`src/rtl/adc_scan_sequencer.sv`:
```
// Serial front-end controller for an 8-channel 12-bit SAR ADC (LTC2308-style).
// Scans channels round-robin; each result is strobed with the channel whose config produced it.
module adc_scan_sequencer #(
    parameter int unsigned DATA_BITS   = 12,
    parameter int unsigned CFG_BITS    = 6,
    parameter int unsigned NUM_CH      = 8,
    parameter int unsigned CONV_CYCLES = 40
) (
    input  logic                 clk,
    input  logic                 reset_n,
    input  logic                 enable,
    input  logic                 adc_sdo,
    output logic                 adc_convst,
    output logic                 adc_sck,
    output logic                 adc_sdi,
    output logic                 sample_valid,
    output logic [DATA_BITS-1:0] sample_data,
    output logic [2:0]           sample_ch,
    output logic                 busy
);

    localparam int unsigned CNT_MAX = (CONV_CYCLES > DATA_BITS) ? CONV_CYCLES : DATA_BITS;
    localparam int unsigned CNT_W   = $clog2(CNT_MAX + 1);

    typedef enum logic [1:0] {
        IDLE,
        CONV,
        SHIFT,
        DONE
    } state_t;

    state_t               state_q;
    logic [CNT_W-1:0]     cnt_q;
    logic                 phase_q;
    logic [2:0]           ch_q;
    logic [2:0]           prev_ch_q;
    logic                 first_q;
    logic [DATA_BITS-1:0] shift_q;
    logic [CFG_BITS-1:0]  cfg_sr_q;
    logic [CFG_BITS-1:0]  cfg_d;
    logic [2:0]           ch_next_d;

    // Config word: single-ended, odd/sign, select1, select0, unipolar, no sleep.
    always_comb begin
        cfg_d = '0;
        cfg_d[CFG_BITS-1 -: 6] = {1'b1, ch_q[0], ch_q[2], ch_q[1], 1'b1, 1'b0};
        ch_next_d = (ch_q == 3'(NUM_CH - 1)) ? 3'd0 : ch_q + 3'd1;
    end

    assign busy = (state_q != IDLE);

    always_ff @(posedge clk) begin
        if (!reset_n) begin
            state_q      <= IDLE;
            cnt_q        <= '0;
            phase_q      <= 1'b0;
            ch_q         <= '0;
            prev_ch_q    <= '0;
            first_q      <= 1'b1;
            shift_q      <= '0;
            cfg_sr_q     <= '0;
            adc_convst   <= 1'b0;
            adc_sck      <= 1'b0;
            adc_sdi      <= 1'b0;
            sample_valid <= 1'b0;
            sample_data  <= '0;
            sample_ch    <= '0;
        end else begin
            sample_valid <= 1'b0;
            case (state_q)
                IDLE: begin
                    adc_convst <= 1'b0;
                    adc_sck    <= 1'b0;
                    adc_sdi    <= 1'b0;
                    first_q    <= 1'b1;
                    if (enable) begin
                        state_q    <= CONV;
                        adc_convst <= 1'b1;
                        cnt_q      <= '0;
                    end
                end
                CONV: begin
                    if (cnt_q == CNT_W'(CONV_CYCLES - 1)) begin
                        state_q    <= SHIFT;
                        adc_convst <= 1'b0;
                        adc_sck    <= 1'b0;
                        adc_sdi    <= cfg_d[CFG_BITS-1];
                        cfg_sr_q   <= {cfg_d[CFG_BITS-2:0], 1'b0};
                        cnt_q      <= '0;
                        phase_q    <= 1'b0;
                    end else begin
                        cnt_q <= cnt_q + 1'b1;
                    end
                end
                SHIFT: begin
                    if (!phase_q) begin
                        // SCK rises on this edge; capture SDO at the same edge.
                        adc_sck <= 1'b1;
                        shift_q <= {shift_q[DATA_BITS-2:0], adc_sdo};
                        phase_q <= 1'b1;
                    end else begin
                        adc_sck <= 1'b0;
                        phase_q <= 1'b0;
                        if (cnt_q == CNT_W'(DATA_BITS - 1)) begin
                            state_q      <= DONE;
                            adc_sdi      <= 1'b0;
                            sample_valid <= ~first_q;
                            if (!first_q) begin
                                sample_data <= shift_q;
                                sample_ch   <= prev_ch_q;
                            end
                            prev_ch_q <= ch_q;
                            ch_q      <= ch_next_d;
                            first_q   <= 1'b0;
                        end else begin
                            cnt_q    <= cnt_q + 1'b1;
                            adc_sdi  <= cfg_sr_q[CFG_BITS-1];
                            cfg_sr_q <= {cfg_sr_q[CFG_BITS-2:0], 1'b0};
                        end
                    end
                end
                DONE: begin
                    if (enable) begin
                        state_q    <= CONV;
                        adc_convst <= 1'b1;
                        cnt_q      <= '0;
                    end else begin
                        state_q <= IDLE;
                        first_q <= 1'b1;
                    end
                end
                default: state_q <= IDLE;
            endcase
        end
    end

endmodule

```
`config.mk`:
```
export PLATFORM = sky130hd
export DESIGN_NAME = adc_scan_sequencer
export DESIGN_NICKNAME = d
export VERILOG_FILES = /design/src/rtl/adc_scan_sequencer.sv
export SDC_FILE = /design/constraint.sdc
export NUM_CORES = 1
export LEC_CHECK = 0
export ABC_AREA = 1
export CAP_MARGIN = 10
export CORE_MARGIN = 3
export CORE_UTILIZATION = 45
export CTS_CLUSTER_SIZE = 12
export DETAILED_ROUTE_END_ITERATION = 8
export PLACE_DENSITY = 0.66
export SLEW_MARGIN = 20
export SYNTH_ARGS = -nofsm -noshare
export SYNTH_HDL_FRONTEND = slang
export SYNTH_SLANG_ARGS = --single-unit
```
`constraint.sdc`:
```
create_clock -name clk -period 2.6 [get_ports clk]
set_input_delay 0.52 -clock clk [delete_from_list [all_inputs] [get_ports clk]]
set_output_delay 0.52 -clock clk [all_outputs]
set_load 0.02 [all_outputs]
```
Word level (Yosys, flattened, before mapping):

Cells that the tools add are included.

* flip-flop bits (word level): 53
* word-level logic and storage cells: 82

* mux-type cells: 31
* $add $sub $neg: 2
* reduce and logical (&&, ||, !) cells: 19
* bitwise gates (word level): 2
* equal/unequal tests: 14

Operators by type and width (number)
* two-way mux 6 bit: 7
* AND reduction 4 bit: 5
* one-hot mux 6 bit (3 select lines): 1
* inequality test 2 bit (second input constant): 7
* one-hot mux 1 bit (3 select lines): 4
* one-hot mux 6 bit (2 select lines): 1
* AND reduction 3 bit: 4
* two-way mux 1 bit: 11
* nonzero test 3 bit: 3
* two-way mux 2 bit: 4
* one-hot mux 2 bit (4 select lines): 1
* adder 6 x 1 -> 6 bit (second input constant): 1
* == test 6 x 4 -> 1 bit (second input constant): 1
* == test 6 bit (second input constant): 1
* AND reduction 2 bit: 3
* == test 2 bit (second input constant): 2
* nonzero test 2 bit: 2
* adder 3 x 1 -> 3 bit (second input constant): 1
* == test 3 bit (second input constant): 1
* two-way mux 3 bit: 1
* == test 2 x 1 -> 1 bit (second input constant): 1
* zero test 2 bit: 1
* inequality test 2 x 1 -> 1 bit (second input constant): 1
* NOT 1 bit: 2
* 2 further kinds: 2

Logic depth before layout (Yosys ltp):

Gate-level depths: netlist of run 1.

* word-level depth: 4
* depth in mapped cells: 10

Worst setup path after synthesis of run 1:

No wires, ideal clock.

* kind: register to register
* start: register state_q[0]
* end: register cnt_q[0]
* setup time: 0.114 ns
* cell stages (with the launch flop): 10
* data arrival time: 1.620 ns
* period minus slack after synthesis: 1.733 ns
* setup slack: 0.867 ns
* required time: 2.486 ns
* path through: dfxtp_1 -> inv_1 -> ha_1 -> buf_4 -> nand4_2 -> nand2_1 -> nor2_1 -> nand2_1 -> nand2_1 -> nor2_1

* word-level cells in the longest chain between the ends: 4
* elaborated cells between the ends (all ways): 10

RTL lines
* from (decl): line 32 `state_t state_q;`
* from (signal assigned): line 54 `state_q <= IDLE;`
* from (signal assigned): line 77 `state_q <= CONV;`
* from (signal assigned): line 84 `state_q <= SHIFT;`
* == test 2 bit / zero test 2 bit (equally long branches): line 70 `case (state_q)`
* OR reduction 2 bit (no line)
* inequality test 2 x 1 -> 1 bit (no line)
* AND reduction 3 bit (no line)
* to (signal assigned): line 92 `cnt_q <= cnt_q + 1'b1;`
* to (signal assigned): line 116 `cnt_q <= cnt_q + 1'b1;`
* to (decl): line 33 `logic [CNT_W-1:0] cnt_q;`

Parallel ways exist; a longest one is shown, timed or not.
A chain may end at the register's enable or synchronous reset.

Worst setup path after layout of run 1:

* start: register state_q[0]
* end: output port busy

* word-level cells in the longest chain between the ends: 1

RTL lines
* nonzero test 2 bit: line 50 `assign busy = (state_q != IDLE);`
* to (decl): line 19 `output logic busy`

Every way passes these cells.

==> reports/metrics.yaml, run 1 <==
status: "complete, no violations"
rsz0062_at_grt: "false"
fin_area_mm2: 0.00272
cts.clk_slew.worst_paths_ps: 90
io_pins: 24
p_sw_frac: 0.371
std_cell_rows: 25
p_per_area_mw_per_mm2: 909
drt_iter0_drc: 101
p_leak_uw: 0.00107
cts_tree: "yes"
syn_inst: 315
cts-resized-gates: 0
setup_ws_ps: 238
fin_crit_sh: 0.909
antenna_found_initial: 0
synth_seq_cells: 51
synth_edf_count: 0
clock_path_buffers: 2
cp_slowest_cell: "clkdlybuf4s50_1"
fin_setup_tns_ps: 0
dr_total_vias: 1979
setup_violations: 0
dpl.hpwl_mm: 3.30
wl_per_cell_um: 11.6
combPwrFrac: 0.343
h-tree-depth: 2
yosys-top-cells-area: "dfxtp_1 44%, nand2_1 11%, a21oi_1 7.9%"
netlist_area_mm2: 0.00234
cts_setup_buffers: 0
cts_buffers: 5
dr.pass1.iters: 4
die_h_um: 78.2
hold_path.class: "reg -> reg"
vdd_drop_max_v: 0.000521
ys_types: 28
hold_viol: 0
syn2layout_area_growth_pct: 16.2
cap_violations: 0
start_util: 0.481
place_inst: 395
worst_path_largest_cell_delay_ps: 600
clock_sinks: 51
clk_latency_ps: 300
drt-total-wl_mm: 4.69
worst_ep_required_time_ps: 2080
fin_worst_skew_ps: 4.05
cts_root_buf: "clkbuf_8"
crit_family: "buffers and inverters"
yosysWarnings: 0
endpoint_kind: "output port"
relSlewSlack: 0.642
cellInternalPower_uw: 1560
port_buffers: 23
cts_hold_buf: 0
synthArstFlopShare: 0
detail-route-antenna-nets: 0
grt-ovfl-total: 0
startpoint_type: "flop"
diodes: 0
cp.arrival_ps: 1840
p_sw_uw: 919
drv_slew: 0
core_area_mm2: 0.00488
dp_slack_ps: 463
synth_flop_cell: "dfxtp_1"
nets: 349
instances_no_fill: 403
max_freq_ghz: 0.423
yosysSeqAreaShare: 0.435
fin_crit_ps: 2360
gp_congestion: 0.858
syn_area_per_cell_um2: 7.44
grt_pass1_wl_mm: 8.91
tightest_slew_ps: 536
yosys.area.top_type: "dfxtp_1"
crit_type: "reg -> out"
die-area_mm2: 0.00611
grt_pass1_vias: 1955
grt_usage: 0.177
clkPwrFrac: 0.236
die_x_um: 78.2
viasPerCell: 4.91
synth_top_area_frac: 0.435
p_seq_frac: 0.421
place_area_mm2: 0.00260
critPathMostFrequentCell: "inv_1"
layout-drive-gt1-share: 0.0685
grt_max_degree: 23
syn_nets: 329
drc: 0
crit_chain: "inv_1 -> ha_1 -> inv_1 -> clkdlybuf4s50_1"
worst-path-max-fanout: 9
path_buf_inv: 3
==> sequential cells by signal, indices dropped and copies added, names as in the netlist, 2 cells and up <==
name	flops
ch_q	3
cfg_sr_q	4
cnt_q	6
prev_ch_q	3
shift_q	12
sample_ch	3
sample_data	12
state_q	2
==> power by group through the flow <==
| stage | clock network [µW] | registers (µW) | logic [µW] |
|---|---|---|---|
| after CTS | 605 | 1040 | 859 |
| after global placement | 0 | 1060 | 839 |
| after floorplan | 0 | 1050 | 645 |
| after global routing | 640 | 1070 | 1010 |
| final | 585 | 1040 | 850 |
| after detailed placement | 0 | 1060 | 851 |
==> final timing paths <==
kind,start,end,slack (ps),depth (start not counted)
hold / removal,sample_ch[1],sample_ch[1],460,2
hold reg to reg,sample_ch[1],sample_ch[1],460,2
setup reg to reg,state_q[0],cnt_q[0],440,8
setup / recovery,state_q[0],busy,240,4
==> cells in the mapped netlist, types with 2 or more instances <==
library cell and number:
dfxtp_1 51, nand3_1 25, o21ai_0 21, nand2_1 67
clkbuf_1 6, ha_1 10, inv_1 24, nor2_1 42
nand2_4 2, nand2_2 3, buf_2 3, a21oi_1 37
buf_6 3, nand4_1 5, nor2_4 3
==> per-stage QoR <==
step | hold WS (ps) | util | total power (µW)
final | 462 | 0.558 | 2480
after detailed placement | 452 | 0.533 | 1910
after floorplan | 446 | - | 1700
after global routing | 486 | 0.558 | 2710
after CTS | 466 | 0.558 | 2500
after global placement | 450 | 0.533 | 1890
==> metal layers <==
metal,up-vias,part of all wire,track usage
met5,-,0,0
met4,0,0.011,0.0472
met3,4,0.036,0.0390
met2,30,0.46,0.289
met1,887,0.49,0.239
li1,1058,-,-
==> layout by cell type, fill, tap and decap left out, drive strengths merged <==
master	n
nand4	6
nor3	1
or2	1
o21a	1
bufinv	1
dfxtp	51
xor2	1
clkdlybuf4s50	23
ha	10
o21ai	22
nor2	45
buf	3
xnor2	1
inv	26
nand3b	1
nand2	72
a21oi	37
nand3	26
mux2i	1
clkinv	1
clkbuf	6
==> worst reg2reg max path, stage by stage (launching register included) <==
cell and delay (ps):
dfxtp_1 510, inv_1 150, ha_1 380, nand2_1 310
nand2_1 180, nor2_1 280, nand2_1 90, nand2_1 110
nor2_1 60
==> layout make-up <==
cell class | count | area, µm²
tap | 67 | 83.8
clock buffer | 6 | 82.6
timing repair buffer | 26 | 253
multi-input combinational | 225 | 1140
sequential | 51 | 1020
fill | 495 | 2160
inverter | 26 | 100
clock inverter | 2 | 38.8
==> cells by family after synthesis <==
kind of cell,Yosys count,synth area share
simple gates,152,0.294
xor+xnor,2,0.00747
flops,51,0.435
compound gates,60,0.129
fa+ha+maj,10,0.0534
mux,1,0.00427
buf+inv,39,0.0763
Power figures use the tool's default switching activity.
==> run 2: changes to the inputs <==
- CAP_MARGIN: 10 -> default
- GPL_TIMING_DRIVEN: default -> 1
==> results of run 2 <==
Final layout, timing and power as in run 1 (identical DEF).
